### src/rtl/proc_pkg.sv
// Shared processor definitions: common-data-bus defaults and the result record
// exchanged between functional units, reservation stations and the ROB.
package proc_pkg;

    localparam int CDB_NUM_SRC    = 4;
    localparam int TAG_WIDTH      = 8;
    localparam int DATA_WIDTH     = 128;
    localparam int CDB_FIFO_DEPTH = 2;

    typedef struct packed {
        logic                  valid;
        logic [TAG_WIDTH-1:0]  tag;
        logic [DATA_WIDTH-1:0] data;
    } cdb_result_t;

endpackage

### src/rtl/cdb_src_fifo.sv
// Per-source result FIFO (power-of-two depth) with wrap-bit pointers; the head
// entry is exposed combinationally so the arbiter can launch it directly.
module cdb_src_fifo
    import proc_pkg::*;
#(
    parameter int tag_width  = TAG_WIDTH,
    parameter int data_width = DATA_WIDTH,
    parameter int fifo_depth = CDB_FIFO_DEPTH
) (
    input  logic                  clk,
    input  logic                  rst_n,
    input  logic                  i_push,
    input  logic [tag_width-1:0]  i_tag,
    input  logic [data_width-1:0] i_data,
    input  logic                  i_pop,
    output logic                  o_full,
    output logic                  o_empty,
    output logic [tag_width-1:0]  o_head_tag,
    output logic [data_width-1:0] o_head_data
);

    localparam int AW = $clog2(fifo_depth);

    logic [AW:0]           r_wptr;
    logic [AW:0]           r_rptr;
    logic [tag_width-1:0]  r_tag_mem  [fifo_depth];
    logic [data_width-1:0] r_data_mem [fifo_depth];
    logic                  w_do_push;
    logic                  w_do_pop;

    assign o_empty   = (r_wptr == r_rptr);
    assign o_full    = (r_wptr[AW] != r_rptr[AW]) && (r_wptr[AW-1:0] == r_rptr[AW-1:0]);
    assign w_do_push = i_push & ~o_full;
    assign w_do_pop  = i_pop & ~o_empty;

    always_ff @(posedge clk or negedge rst_n) begin
        if (!rst_n) begin
            r_wptr <= '0;
            r_rptr <= '0;
        end else begin
            if (w_do_push) r_wptr <= r_wptr + (AW+1)'(1);
            if (w_do_pop)  r_rptr <= r_rptr + (AW+1)'(1);
        end
    end

    // Storage is not reset: emptiness is defined solely by the pointers.
    always_ff @(posedge clk) begin
        if (w_do_push) begin
            r_tag_mem[r_wptr[AW-1:0]]  <= i_tag;
            r_data_mem[r_wptr[AW-1:0]] <= i_data;
        end
    end

    assign o_head_tag  = r_tag_mem[r_rptr[AW-1:0]];
    assign o_head_data = r_data_mem[r_rptr[AW-1:0]];

endmodule

### src/rtl/cdb_broadcaster.sv
// Common-data-bus producer: per-source FIFOs, round-robin arbiter, registered bus.
// Optional macro CDB_STATS_EN adds saturating broadcast and stall counters.
module cdb_broadcaster
    import proc_pkg::*;
#(
    parameter int num_src    = CDB_NUM_SRC,
    parameter int tag_width  = TAG_WIDTH,
    parameter int data_width = DATA_WIDTH,
    parameter int fifo_depth = CDB_FIFO_DEPTH
) (
    input  logic                         clk,
    input  logic                         rst,
    input  logic [num_src-1:0]           src_valid_IN,
    input  logic [num_src*tag_width-1:0] src_tag_IN,
    input  logic [num_src*data_width-1:0] src_data_IN,
    output logic [num_src-1:0]           src_ready_OUT,
    input  logic                         hold_IN,
    output logic                         bcast_OUT,
    output logic [tag_width-1:0]         bcast_tag_OUT,
    output logic [data_width-1:0]        bcast_data_OUT,
`ifdef CDB_STATS_EN
    output logic [31:0]                  bcast_count_OUT,
    output logic [31:0]                  stall_count_OUT,
`endif
    output logic [$clog2(num_src)-1:0]   bcast_src_OUT
);

    localparam int SW = $clog2(num_src);

    logic [num_src-1:0]    w_full;
    logic [num_src-1:0]    w_empty;
    logic [num_src-1:0]    w_pop_vec;
    logic [tag_width-1:0]  w_head_tag  [num_src];
    logic [data_width-1:0] w_head_data [num_src];
    logic                  w_win_any;
    logic [SW-1:0]         w_win_idx;
    logic [SW:0]           w_sum;
    logic                  w_pop;

    logic [SW-1:0]         r_rr_ptr;
    logic                  r_bcast_vld_p1;
    logic [tag_width-1:0]  r_bcast_tag_p1;
    logic [data_width-1:0] r_bcast_data_p1;
    logic [SW-1:0]         r_bcast_src_p1;

    // Stage 0: per-source buffering
    for (genvar g = 0; g < num_src; g++) begin : g_src
        cdb_src_fifo #(
            .tag_width  (tag_width),
            .data_width (data_width),
            .fifo_depth (fifo_depth)
        ) u_fifo (
            .clk         (clk),
            .rst_n       (rst),
            .i_push      (src_valid_IN[g] & ~w_full[g]),
            .i_tag       (src_tag_IN[g*tag_width +: tag_width]),
            .i_data      (src_data_IN[g*data_width +: data_width]),
            .i_pop       (w_pop_vec[g]),
            .o_full      (w_full[g]),
            .o_empty     (w_empty[g]),
            .o_head_tag  (w_head_tag[g]),
            .o_head_data (w_head_data[g])
        );
    end

    assign src_ready_OUT = ~w_full;

    always_comb begin
        w_win_any = 1'b0;
        w_win_idx = '0;
        w_sum     = '0;
        for (int k = 0; k < num_src; k++) begin
            w_sum = {1'b0, r_rr_ptr} + (SW+1)'(k);
            if (w_sum >= (SW+1)'(num_src)) w_sum = w_sum - (SW+1)'(num_src);
            if (!w_win_any && !w_empty[w_sum[SW-1:0]]) begin
                w_win_any = 1'b1;
                w_win_idx = w_sum[SW-1:0];
            end
        end
    end

    assign w_pop = w_win_any & ~hold_IN;

    always_comb begin
        w_pop_vec = '0;
        for (int i = 0; i < num_src; i++) begin
            w_pop_vec[i] = w_pop && (w_win_idx == SW'(i));
        end
    end

    // Stage 1: registered bus; tag/data/src hold their last values when idle
    always_ff @(posedge clk or negedge rst) begin
        if (!rst) begin
            r_rr_ptr        <= '0;
            r_bcast_vld_p1  <= 1'b0;
            r_bcast_tag_p1  <= '0;
            r_bcast_data_p1 <= '0;
            r_bcast_src_p1  <= '0;
        end else begin
            r_bcast_vld_p1 <= w_pop;
            if (w_pop) begin
                r_rr_ptr        <= (w_win_idx == SW'(num_src - 1)) ? '0 : w_win_idx + SW'(1);
                r_bcast_tag_p1  <= w_head_tag[w_win_idx];
                r_bcast_data_p1 <= w_head_data[w_win_idx];
                r_bcast_src_p1  <= w_win_idx;
            end
        end
    end

    assign bcast_OUT      = r_bcast_vld_p1;
    assign bcast_tag_OUT  = r_bcast_tag_p1;
    assign bcast_data_OUT = r_bcast_data_p1;
    assign bcast_src_OUT  = r_bcast_src_p1;

`ifdef CDB_STATS_EN
    logic [31:0] r_bcast_cnt;
    logic [31:0] r_stall_cnt;

    function automatic logic [31:0] sat_inc(input logic [31:0] v);
        return (v == 32'hFFFF_FFFF) ? v : v + 32'd1;
    endfunction

    // A stall is a cycle where some source offers a result into a full FIFO.
    always_ff @(posedge clk or negedge rst) begin
        if (!rst) begin
            r_bcast_cnt <= '0;
            r_stall_cnt <= '0;
        end else begin
            if (w_pop)                          r_bcast_cnt <= sat_inc(r_bcast_cnt);
            if (|(w_full & src_valid_IN))       r_stall_cnt <= sat_inc(r_stall_cnt);
        end
    end

    assign bcast_count_OUT = r_bcast_cnt;
    assign stall_count_OUT = r_stall_cnt;
`endif

endmodule

### config.mk
export PLATFORM = sky130hd
export DESIGN_NAME = cdb_broadcaster
export DESIGN_NICKNAME = d
export VERILOG_FILES = /design/src/rtl/proc_pkg.sv /design/src/rtl/cdb_src_fifo.sv /design/src/rtl/cdb_broadcaster.sv
export SDC_FILE = /design/constraint.sdc
export NUM_CORES = 1
export LEC_CHECK = 0
export ABC_AREA = 1
export BUFFER_PORTS_ARGS = -buffer_cell sky130_fd_sc_hd__buf_2
export CORE_MARGIN = 3
export CORE_UTILIZATION = 35
export CTS_CLUSTER_SIZE = 25
export DETAILED_ROUTE_END_ITERATION = 10
export MAX_ROUTING_LAYER = met4
export PLACE_DENSITY = 0.61
export SLEW_MARGIN = 0
export SYNTH_ARGS = -nofsm -noshare
export SYNTH_HDL_FRONTEND = slang
export SYNTH_HIERARCHICAL = 1
export SYNTH_SLANG_ARGS = --single-unit
### constraint.sdc
create_clock -name clk -period 13.7 [get_ports clk]
set_clock_uncertainty 0.15 [all_clocks]
set_input_delay 0.685 -clock clk [delete_from_list [all_inputs] [get_ports clk]]
set_output_delay 0.685 -clock clk [all_outputs]
set_load 0.05 [all_outputs]
==> After elaboration in Yosys (flattened, before gate mapping) <==
Memory sizes are Yosys's and may differ from the RTL's.
Cells that the tools add are included.
{ "totals": {"register_bits": 157, "ramBits": 1088, "input_bits": 551, "output_inout_bits": 143, "word_cells": 137, "n_memories": 8} }
{ "op_classes": {"addsub": 16, "magnitude_cmp": 9, "n_eq_ne": 15, "mux": 35, "bitwise": 24, "n_reduce_logical": 17} }
{ "mem_list": {"columns": ["memory", "depth", "word_bits", "read_ports", "rd_clocked_by_memory_dff", "wr", "line", "text"], "rows": [
  ["g_src[0].u_fifo.r_data_mem", 2, 128, 1, 0, 1, "cdb_src_fifo.sv:27", "logic [data_width-1:0] r_data_mem [fifo_depth];"],
  ["g_src[1].u_fifo.r_data_mem", 2, 128, 1, 0, 1, "cdb_src_fifo.sv:27", null],
  ["g_src[2].u_fifo.r_data_mem", 2, 128, 1, 0, 1, "cdb_src_fifo.sv:27", null],
  ["g_src[3].u_fifo.r_data_mem", 2, 128, 1, 0, 1, "cdb_src_fifo.sv:27", null],
  ["g_src[0].u_fifo.r_tag_mem", 2, 8, 1, 0, 1, "cdb_src_fifo.sv:26", "logic [tag_width-1:0] r_tag_mem [fifo_depth];"],
  ["g_src[1].u_fifo.r_tag_mem", 2, 8, 1, 0, 1, "cdb_src_fifo.sv:26", null],
  ["+2 memories", null, null, null, null, null, null, null]
]} }
{ "ops": {"columns": ["cell", "n"], "rows": [
  ["128-bit binary-select mux with 2-bit select", 1],
  ["128-bit two-way mux", 2],
  ["2-bit by 1-bit adder with 2-bit output (second input constant)", 9],
  ["2-bit two-way mux", 9],
  ["8-bit binary-select mux with 2-bit select", 1],
  ["1-bit two-way mux", 16],
  ["8-bit two-way mux", 2],
  ["1-bit AND", 13],
  ["3-bit >= comparator (second input constant)", 4],
  ["2-bit by 3-bit < comparator with 1-bit output (second input constant)", 4],
  ["1-bit logical AND", 11],
  ["1-bit NOT", 9],
  ["1-bit binary-select mux with 2-bit select", 4],
  ["2-bit equality test", 4],
  ["2-bit by 1-bit subtractor with 2-bit output (second input constant)", 4],
  ["2-bit by 2-bit adder with 3-bit output (second input constant)", 2],
  ["1-bit logical NOT", 5],
  ["1-bit equality test", 4],
  ["2-bit equality test (second input constant)", 2],
  ["1-bit inequality test", 4],
  ["4-bit NOT", 1],
  ["2-bit by 1-bit adder with 3-bit output (second input constant)", 1],
  ["2-bit by 3-bit >= comparator with 1-bit output (second input constant)", 1],
  ["2-bit NOT with 3-bit output", 1],
  ["2 further kinds", 2]
]} }

==> Logic depth before layout (Yosys ltp) <==
Gate-level depths: netlist of the first run.
{ "depth": {"word_depth": 18, "ltp_mapped": 22, "ltp_nobuf": 20} }

==> Hierarchy <==
The synthesis of the first run kept the hierarchy.
{ "by_module_without_submodules": {"columns": ["module", "n_inst", "cells_per_inst", "area_each_um2", "seq_area_each_um2"], "rows": [
  ["cdb_src_fifo", 4, 751, 10154.7, 8267.9],
  ["cdb_broadcaster", 1, 2042, 11687.5, 3528.4]
]} }

==> Worst setup path before layout of the first run <==
Ideal clock, no wire load.
{ "synth_timing": {"path_kind": "reg-to-reg", "start": "reg g_src[0].u_fifo.r_rptr[0]", "end": "mem g_src[0].u_fifo/r_data_mem[1][0] in the netlist's numbering, enable pin", "setup_ps": 489, "arrival_ps": 3707, "required_time_ps": 13061, "path_slack_ps": 9353, "path_stages_with_launch": 11, "n_path_buf": 0, "period_less_slack_ps": 4347, "path_cell_list": "dfrtp_1 > inv_2 > nand2_1 > nand2_1 > nand2_1 > inv_1 > nor2_1 > nand2_1 > inv_1 > nand2_1 > inv_1"} }
{ "synth_via": {"elab_chain_cells": 7} }
{ "synth_lines": {"columns": ["element", "line", "text"], "rows": [
  ["start, declared", "cdb_src_fifo.sv:25", "logic [AW:0] r_rptr;"],
  ["start signal, assigned", "cdb_src_fifo.sv:42", "if (w_do_pop) r_rptr <= r_rptr + (AW+1)'(1);"],
  ["1-bit equality test *", "cdb_src_fifo.sv:32", "assign o_full = (r_wptr[AW] != r_rptr[AW]) && (r_wptr[AW-1:0] == r_rptr[AW-1:0]);"],
  ["1-bit logical AND *", "cdb_src_fifo.sv:32", null],
  ["via w_full[0]", "cdb_broadcaster.sv:30", "logic [num_src-1:0] w_full;"],
  ["1-bit NOT *", "cdb_src_fifo.sv:33, cdb_broadcaster.sv:55", null],
  ["1-bit AND", "cdb_broadcaster.sv:55", ".i_push (src_valid_IN[g] & ~w_full[g]),"],
  ["1-bit AND *", "cdb_src_fifo.sv:33", "assign w_do_push = i_push & ~o_full;"],
  ["1-bit two-way mux *", "cdb_src_fifo.sv:48", "if (w_do_push) begin"],
  ["1-bit two-way mux (implied by the code) *", "cdb_src_fifo.sv:50", "r_data_mem[r_wptr[AW-1:0]] <= i_data;"],
  ["end, declared", "cdb_src_fifo.sv:27", null]
]} }
The timed path passes the listed nets; every way through them passes the cells marked *.

==> Final worst setup path of the first run <==
{ "layout_timing": {"start": "reg g_src[3].u_fifo.r_rptr[0]", "end": "reg r_bcast_data_p1[3], in the netlist bcast_data_OUT[3]"} }
{ "layout_via": {"elab_chain_cells": 16, "word_cells_on_any_way": 31, "classes_between": "eq/ne (1); mux (19); bitwise (2); reduce/logical (8); memory (1)"} }
{ "layout_lines": {"columns": ["element", "line", "text"], "rows": [
  ["start, declared", "cdb_src_fifo.sv:25", null],
  ["start signal, assigned", "cdb_src_fifo.sv:42", null],
  ["2-bit equality test *", "cdb_src_fifo.sv:31", "assign o_empty = (r_wptr == r_rptr);"],
  ["via w_empty[3]", "cdb_broadcaster.sv:31", "logic [num_src-1:0] w_empty;"],
  ["1-bit binary-select mux with 2-bit select", "cdb_broadcaster.sv:75", "if (!w_win_any && !w_empty[w_sum[SW-1:0]]) begin"],
  ["1-bit two-way mux (implied by the code)", "cdb_broadcaster.sv:75", null],
  ["1-bit logical NOT", "cdb_broadcaster.sv:75", null],
  ["1-bit logical AND", "cdb_broadcaster.sv:75", null],
  ["1-bit two-way mux", "cdb_broadcaster.sv:75", null],
  ["1-bit logical NOT", "cdb_broadcaster.sv:75", null],
  ["1-bit logical AND", "cdb_broadcaster.sv:75", null],
  ["1-bit two-way mux", "cdb_broadcaster.sv:75", null],
  ["1-bit logical NOT", "cdb_broadcaster.sv:75", null],
  ["1-bit logical AND", "cdb_broadcaster.sv:75", null],
  ["2-bit two-way mux", "cdb_broadcaster.sv:75", null],
  ["2-bit NOT with 3-bit output (implied by the code)", "cdb_broadcaster.sv:104", "r_bcast_data_p1 <= w_head_data[w_win_idx];"],
  ["128-bit binary-select mux with 2-bit select", "cdb_broadcaster.sv:104", null],
  ["128-bit two-way mux (implied by the code) (2 in series)", "cdb_broadcaster.sv:104", null],
  ["end signal, assigned", "cdb_broadcaster.sv:104", null],
  ["end, declared", "cdb_broadcaster.sv:43", "logic [data_width-1:0] r_bcast_data_p1;"]
]} }
The timed path passes the listed nets; every way through them passes the cells marked *. The select of a mux whose other input is x is not followed.
A chain may end at the register's enable or synchronous reset.

==> impl_results.md, run 1 <==
- CP Buf/Inv Count: 4
- Post-synthesis average cell area: 10.4 um^2
- Effective utilization at floorplan: 35.3%
- Syn Inst Count: 5046
- Synthesis-stage register bit count: 1245
- TritonCTS clock tree: built
- Worst slew pin tran: 1340 ps
- Startpoint of the worst hold path: src_data_IN[257]
- Number of buffers inserted during clock tree synthesis: 140
- Area enclosed by the die boundary: 0.154 mm^2
- Post-route minimum period: 6080 ps
- Result of the run: complete, no violations
- Peak supply drop: 0.298 mV
- Max FO, Critical Path: 90
- Normalized max-slew margin: 11.0%
- Post-synthesis net count: 5597
- Number of global-route vias before repair: 40700
- Hold/Removal Path Class: in2reg
- Area fraction of the dominant cell type after synthesis: 62.5%
- Fin crit share: 44.4%
- Pwr per Cell Area: 268 mW/mm^2
- Average detailed-routed wire length per instance: 22.9 um
- Placed cell area: 0.0569 mm^2
- # port buffers: 693
- H-tree lvl count: 4
- Start-to-end type of the worst setup path: reg2reg
- Share of layout cells above drive strength 1: 15.4%
- Area growth syn-to-layout: 28.3%
- Total Wirelength: 190 mm
- Yosys warning total: 6
- Residual DRC count: 0
- Horizontal extent of the die: 393 um
- Core ar.: 0.148 mm^2
- Dominant cell type by area after synthesis: sky130_fd_sc_hd__edfxtp_1
- Final hold violations: 0
- Cell with the biggest individual delay on the critical path: sky130_fd_sc_hd__nand3_4
- Worst Path Arrival: 6650 ps
- Detailed router's first-iteration violation count: 3857
- Maximum number of pins on one net before global-route repair: 159
- Fraction of the yosys area taken by sequential cells: 70.0%
- I/O pin count: 694
- Max Freq: 165 MHz
- Post-Route Setup TNS: 0 ps
- Post-Synthesis Cell Area: 0.0523 mm^2
- Non-Filler Cell Area, Final: 0.0671 mm^2
- Antenna violations before repair: 64
- Combined global-route utilization of all metal layers: 24.9%
- Layout net count: 6716
- Number of sinks handled by clock tree synthesis: 1245
- Root Driver: sky130_fd_sc_hd__clkbuf_16
- Global-route wire length before repair: 272 mm
- Gr ovfl total: 0
- Number of antenna-violating nets in the routed design: 0
- Most frequent cell on the critical path: sky130_fd_sc_hd__nand2_1
- Global placement routability congestion: 0.868
- Clock insertion delay at the later pin of the skew report: 790 ps
- CP peak stage delay: 940 ps
- Via density: 4.99
- Number of slew-limit violations in the final report: 0
- Crit-path leading delay family: simple AND/OR/NAND/NOR gates
- Setup crit start: g_src[3].u_fifo/r_rptr[0]$_DFFE_PN0P_
- Sequence of cells on the critical path: inv_6, nand2_1, nand2_1, nand2_1, inv_1, inv_1, nand2_1, nand3_1, nand2_2, nand3_4, nand3_4, buf_4, nand2_1, nand2_1, nand2_1, nand2_1, nand2_1, nand2_1
- Maximum clock insertion buffer count: 3
- Number of placement rows: 141
- Crit end category: flip-flop
- Clock Pin Slew Worst Setup and Hold Paths: 60 ps
- Netlist cell types: 22
- Setup repair after global routing missed its margin: no
- Required time at the worst-slack endpoint: 14270 ps
- Leak Pwr: 0.0297 uW
- Total vias in the final route: 41400
- Count of final setup violators: 0
- Router iterations before antenna repair: 8
- Die Ht: 393 um
- Placed wire-length estimate after detailed placement: 110 mm
- Count of fill cells added during filler insertion: 13400
- Ranking of synthesized cells by area: sky130_fd_sc_hd__edfxtp_1 62%, sky130_fd_sc_hd__nand2_1 22%, sky130_fd_sc_hd__dfrtp_1 7.5%, sky130_fd_sc_hd__nand4_1 3.3%, sky130_fd_sc_hd__buf_2 1.5%
- Maximum Capacitance Violations: 0
- Startpoint of the worst register-to-register path: g_src[3].u_fifo/r_rptr[0]$_DFFE_PN0P_
- Element type at the critical path start: flip-flop
-- timing repair --
item	in CTS	in global routing
setup buffers	0	0
setup endpoints to repair	0	0
hold buffers	543	0
endpoints found under the hold margin	1154	0
resized for setup	0	0
-- metal layers --
layer / part of all wire (%) / vias to the layer above / track usage (%)
li1: - / 19000 / -
met1: 41 / 20000 / 31.4
met2: 48 / 1941 / 39.3
met3: 7.2 / 407 / 4.22
met4: 4.5 / 0 / 11.5
met5: 0 / - / -
-- report_power, final --
group	internal [uW]	total, uW	switching, uW	leakage [uW]
registers	5450	5900	446	0.0120
logic	2000	8350	6340	0.0155
clock network	2160	3740	1570	0.00222
total	9620	18000	8360	0.0297
-- layout by cell type, fill, tap and decap left out, drive strengths merged --
cell and n:
nand2 3128, edfxtp 1088, buf 735, dlygate4sd3 543
nand4 273, clkbuf 203, dfrtp 157, diode 78
inv 60, clkinv 41, nand3 28, nor2 8
bufinv 6, clkinvlp 4, xor2 4, and2 1
o21ai 1, a21oi 1, o211ai 1
-- per-stage QoR --
stage	instances	power (uW)	setup slack, ps	hold WS [ps]	utilization [%]
finish	8290	18000	7620	106	45.3
global route	8272	19200	7320	26.1	45.3
CTS	8212	18100	7650	1.03	45.2
detailed placement	7410	14200	7670	310	38.5
global placement	7410	14100	7740	309	38.5
floorplan	5046	11600	9350	239	-
-- Yosys cell counts --
library cell / instances
sky130_fd_sc_hd__buf_4: 71
sky130_fd_sc_hd__dfrtp_1: 157
sky130_fd_sc_hd__nand2_2: 6
sky130_fd_sc_hd__xor2_1: 4
sky130_fd_sc_hd__nand2_1: 3122
sky130_fd_sc_hd__nor2_1: 8
sky130_fd_sc_hd__o211ai_1: 1
sky130_fd_sc_hd__nand3_4: 1
sky130_fd_sc_hd__edfxtp_1: 1088
sky130_fd_sc_hd__a21oi_1: 1
sky130_fd_sc_hd__nand4_1: 272
sky130_fd_sc_hd__clkbuf_1: 50
sky130_fd_sc_hd__nand4_4: 1
sky130_fd_sc_hd__o21ai_0: 1
sky130_fd_sc_hd__and2_1: 1
sky130_fd_sc_hd__inv_1: 47
sky130_fd_sc_hd__inv_2: 7
sky130_fd_sc_hd__buf_6: 24
sky130_fd_sc_hd__inv_4: 1
sky130_fd_sc_hd__buf_2: 156
sky130_fd_sc_hd__nand3_1: 26
sky130_fd_sc_hd__nand3_2: 1
-- path summary, 6_finish.rpt --
path / endpoint / slack, ps / cells after the start
setup / recovery: bcast_data_OUT[3]$_DFFE_PN0P_ / 7620 / 18
hold / removal: g_src[2].u_fifo/r_data_mem[1][1]$_DFFE_PP_ / 110 / 1
setup reg to reg: bcast_data_OUT[3]$_DFFE_PN0P_ / 7620 / 18
hold reg to reg: bcast_data_OUT[0]$_DFFE_PN0P_ / 330 / 2
max in group asynchronous: g_src[1].u_fifo/r_rptr[0]$_DFFE_PN0P_ / 11380 / 3
min in group asynchronous: bcast_data_OUT[103]$_DFFE_PN0P_ / 380 / 2
-- registers in the layout, indices dropped and copies added, names as in the netlist --
| name | cells |
|---|---|
| g_src.u_fifo/r_wptr | 8 |
| g_src.u_fifo/r_rptr | 8 |
| bcast_src_OUT | 2 |
| bcast_data_OUT | 128 |
| g_src.u_fifo/r_tag_mem | 64 |
| r_rr_ptr | 2 |
| bcast_tag_OUT | 8 |
| g_src.u_fifo/r_data_mem | 1024 |
| bcast_OUT | 1 |
-- cells by family after synthesis --
family / count (synthesis) / share of synthesized area, %
and+or+nand+nor: 3438 / 26.1
DFF: 1245 / 70.0
buffers and inverters: 356 / 3.79
xor gates and xnor gates: 4 / 0.0670
AOI/OAI and AO/OA: 3 / 0.0335
-- final cells by class --
| cell class | count | area [um^2] | area share [%] |
|---|---|---|---|
| clock inverter | 56 | 564 | 0.841 |
| tap | 1930 | 2410 | 3.60 |
| timing repair buffer | 1278 | 9250 | 13.8 |
| antenna | 78 | 195 | 0.291 |
| sequential | 1245 | 36600 | 54.5 |
| clock buffer | 203 | 4020 | 5.98 |
| inverter | 55 | 292 | 0.434 |
| multi-input combinational | 3445 | 13800 | 20.5 |
-- worst reg2reg max path: stages, from the launching register on --
cell and delay (ps):
sky130_fd_sc_hd__dfrtp_4 730, sky130_fd_sc_hd__inv_6 840, sky130_fd_sc_hd__nand2_1 150, sky130_fd_sc_hd__nand2_1 130, sky130_fd_sc_hd__nand2_1 100, sky130_fd_sc_hd__inv_1 110, sky130_fd_sc_hd__inv_1 40, sky130_fd_sc_hd__nand2_1 70
sky130_fd_sc_hd__nand3_1 90, sky130_fd_sc_hd__nand2_2 160, sky130_fd_sc_hd__nand3_4 670, sky130_fd_sc_hd__nand3_4 1040, sky130_fd_sc_hd__buf_4 940, sky130_fd_sc_hd__nand2_1 200, sky130_fd_sc_hd__nand2_1 120, sky130_fd_sc_hd__nand2_1 170
sky130_fd_sc_hd__nand2_1 160, sky130_fd_sc_hd__nand2_1 60, sky130_fd_sc_hd__nand2_1 100
No activity file was read; power rests on OpenSTA's default activity.
==> inputs of run 2 (changes only) <==
==> constraint.sdc (replaced) <==
create_clock -name clk -period 6.31 [get_ports clk]
set_clock_uncertainty 0.15 [all_clocks]
set_input_delay 0.3155 -clock clk [delete_from_list [all_inputs] [get_ports clk]]
set_output_delay 0.3155 -clock clk [all_outputs]
set_load 0.05 [all_outputs]
==> run 2 against run 1 <==
  * Maximum frequency up 17%
  * Clock power up 120%
  * Via count up 0.72%
  * Hold slack worse by 28 ps
  * Clock-buffer cell count down 4
  * Global-route usage down 0.087 points
  * Register-to-register slack worse by 6500 ps
  * Highest routed layer unchanged
==> impl_results.md, run 2 (synthesized netlist as in run 1, its figures left out) <==
- Result of the run: complete, no violations
- Number of buffers inserted for hold repair after clock tree synthesis: 552 (+1.7%)
- Number of buffers inserted during clock tree synthesis: 139 (-0.71%)
- Peak supply drop: 0.769 mV (+160%)
- Max Freq: 193 MHz (+17%)
- Combined global-route utilization of all metal layers: 24.8% (-0.087 points)
- Max FFs per register: 1024 (unchanged)
- Maximum clock insertion buffer count: 3 (unchanged)
- Number of sinks handled by clock tree synthesis: 1245 (unchanged)
- Horizontal extent of the die: 393 um (unchanged)
- Fraction of power consumed by the clock network: 20.7% (about the same)
- Power dissipated by switching net loads: 18400 uW (+120%)
- Effective utilization at floorplan: 35.3% (unchanged)
- Die Ht: 393 um (unchanged)
- Util after Layout: 45.6% (+0.22 points)
- Leading cell type in the layout, fill and taps excluded: sky130_fd_sc_hd__nand2_1
- Root Driver: sky130_fd_sc_hd__clkbuf_16
- Most frequent cells in the layout: 3122 x sky130_fd_sc_hd__nand2_1, 1088 x sky130_fd_sc_hd__edfxtp_1, 692 x sky130_fd_sc_hd__buf_2
- Placed cell area: 0.0571 mm^2 (+0.34%)
- PostCTS Resize Cnt: 0 (unchanged)
- Number of slew-limit violations in the final report: 0 (unchanged)
- Post-Route Setup TNS: 0 ps (unchanged)
- Placed wire-length estimate after detailed placement: 110 mm (+0.19%)
- Count of final setup violators: 0 (unchanged)
- Sequential group share of total power: 32.4% (-0.4 points)
- Non-Filler Cell Area, Final: 0.0675 mm^2 (+0.49%)
- Total Wirelength: 190 mm (-0.17%)
- Share of layout cells above drive strength 1: 15.6% (+0.24 points)
- Global placement routability congestion: 0.860 (-0.98%)
- Maximum Capacitance Violations: 0 (unchanged)
- Total power after layout: 39400 uW (+120%)
- Maximum number of pins on one net before global-route repair: 162 (+1.9%)
- Detailed router's first-iteration violation count: 3872 (+0.39%)
- Number of global-route vias before repair: 40500 (-0.59%)
- Core ar.: 0.148 mm^2 (unchanged)
- Dpl ws: 916 ps (-6750 ps)
- Worst Path Arrival: 5680 ps (-970 ps)
- Sw Share: 46.6% (+0.11 points)
- Clock Pin Slew Worst Setup and Hold Paths: 60 ps (about the same)
- Average detailed-routed wire length per instance: 22.8 um (-0.32%)
- Slack of the critical path: 1120 ps (-6500 ps)
- Fin crit share: 82.2% (+38 points)
- Number of antenna-violating nets in the routed design: 0 (unchanged)
- H-tree lvl count: 4 (unchanged)
- Router iterations before antenna repair: 8 (unchanged)
- Area enclosed by the die boundary: 0.154 mm^2 (unchanged)
- Leak Pwr: 0.0299 uW (+0.56%)
- Worst slew pin tran: 1200 ps (-131 ps)
- Global-route wire length before repair: 271 mm (-0.29%)
- Total vias in the final route: 41700 (+0.72%)
- Post-route minimum period: 5190 ps (-886 ps)
- Normalized max-slew margin: 19.7% (+8.7 points)
- Setup repair after global routing missed its margin: no
- Pwr per Cell Area: 584 mW/mm^2 (+120%)
- Clock insertion delay at the later pin of the skew report: 800 ps (about the same)
- # port buffers: 693 (unchanged)
- Start-to-end type of the worst setup path: reg2reg
- Internal Dissipation: 21000 uW (+120%)
- I/O pin count: 694 (unchanged)
- Combinational share of power: 46.9% (+0.5 points)
- Gr ovfl total: 0 (unchanged)
- Via density: 5.02 (+0.56%)
- Antenna violations before repair: 62 (-3.1%)
- Crit end category: flip-flop
- Hold/Removal Path Class: in2reg
- TritonCTS clock tree: built
- Buffers inserted during post-CTS setup optimization: 0 (unchanged)
- Max FO, Critical Path: 161 (+79%)
- Required time at the worst-slack endpoint: 6800 ps (-7470 ps)
- Number of placement rows: 141 (unchanged)
- Area growth syn-to-layout: 29.0%
- Layout net count: 6735 (+0.28%)
- Residual DRC count: 0 (unchanged)
- Final hold violations: 0 (unchanged)
- Element type at the critical path start: flip-flop
-- run 2: cell types whose count changed in the layout (fill, tap and decap cells not counted), sizes merged --
| cell | previous run | this run |
|---|---|---|
| buf | 735 | 747 |
| bufinv | 6 | 7 |
| clkbuf | 203 | 199 |
| clkinv | 41 | 39 |
| clkinvlp | 4 | 3 |
| diode | 78 | 71 |
| dlygate4sd3 | 543 | 551 |
| inv | 60 | 66 |
-- run 2: area by class of cell --
type,count,area [um^2]
Multi-Input combinational cell,3445,13800
Fill cell,13600,80600
Timing Repair Buffer,1298,9550
Inverter,55,292
Sequential cell,1245,36600
Clock inverter,60,716
Clock buffer,199,3920
Tap cell,1930,2410
Antenna cell,71,178
-- run 2: worst paths after layout --
check | cells past startpoint | endpoint | startpoint | slack [ps]
worst min-delay path | 2 | g_src[2].u_fifo/r_data_mem[0][126]$_DFFE_PP_ | src_data_IN[382] | 80
worst max-delay path | 19 | bcast_tag_OUT[2]$_DFFE_PN0P_ | g_src[2].u_fifo/r_rptr[0]$_DFFE_PN0P_ | 1120
worst min register to register | 2 | bcast_data_OUT[2]$_DFFE_PN0P_ | bcast_data_OUT[2]$_DFFE_PN0P_ | 320
worst max register to register | 19 | bcast_tag_OUT[2]$_DFFE_PN0P_ | g_src[2].u_fifo/r_rptr[0]$_DFFE_PN0P_ | 1120
min in group asynchronous | 3 | bcast_data_OUT[11]$_DFFE_PN0P_ | rst | 500
max in group asynchronous | 4 | bcast_data_OUT[121]$_DFFE_PN0P_ | rst | 4010
-- run 2: layer usage --
metal / wire length (um) / global-route usage, %
met3: 14900 / 4.62
met4: 8630 / 11.0
met1: 76200 / 31.0
met5: 0 / -
met2: 89900 / 39.4
-- run 2: per-stage QoR --
| stage | instances | hold WS, ps |
|---|---|---|
| floorplan | 5046 | -130 |
| global placement | 7421 | 219 |
| detailed placement | 7421 | 209 |
| CTS | 8232 | 4.17 |
| global route | 8291 | 30.9 |
| finish | 8303 | 78.6 |
-- run 2: power groups by stage --
stage	Combinational (uW)	Clock, uW	Sequential, uW
2_1_floorplan	11000	0	14200
3_3_place_gp	18000	0	12800
3_5_place_dp	18100	0	12900
4_1_cts	18500	8310	12800
5_1_grt	20300	8650	13000
6_report	18400	8160	12800
-- run 2: worst max-delay path, stage by stage, from the launching register on --
cell	delay [ps]
sky130_fd_sc_hd__dfrtp_4	1060
sky130_fd_sc_hd__inv_6	450
sky130_fd_sc_hd__nand2_1	180
sky130_fd_sc_hd__nand2_1	80
sky130_fd_sc_hd__nand2_1	130
sky130_fd_sc_hd__inv_1	80
sky130_fd_sc_hd__inv_1	60
sky130_fd_sc_hd__nand2_1	60
sky130_fd_sc_hd__nand3_1	80
sky130_fd_sc_hd__nand2_2	110
sky130_fd_sc_hd__nand4_4	170
sky130_fd_sc_hd__buf_12	600
sky130_fd_sc_hd__nand3_4	680
sky130_fd_sc_hd__buf_4	490
sky130_fd_sc_hd__nand2_1	100
sky130_fd_sc_hd__nand2_1	50
sky130_fd_sc_hd__nand2_1	210
sky130_fd_sc_hd__nand2_1	90
sky130_fd_sc_hd__nand2_1	70
sky130_fd_sc_hd__nand2_1	70
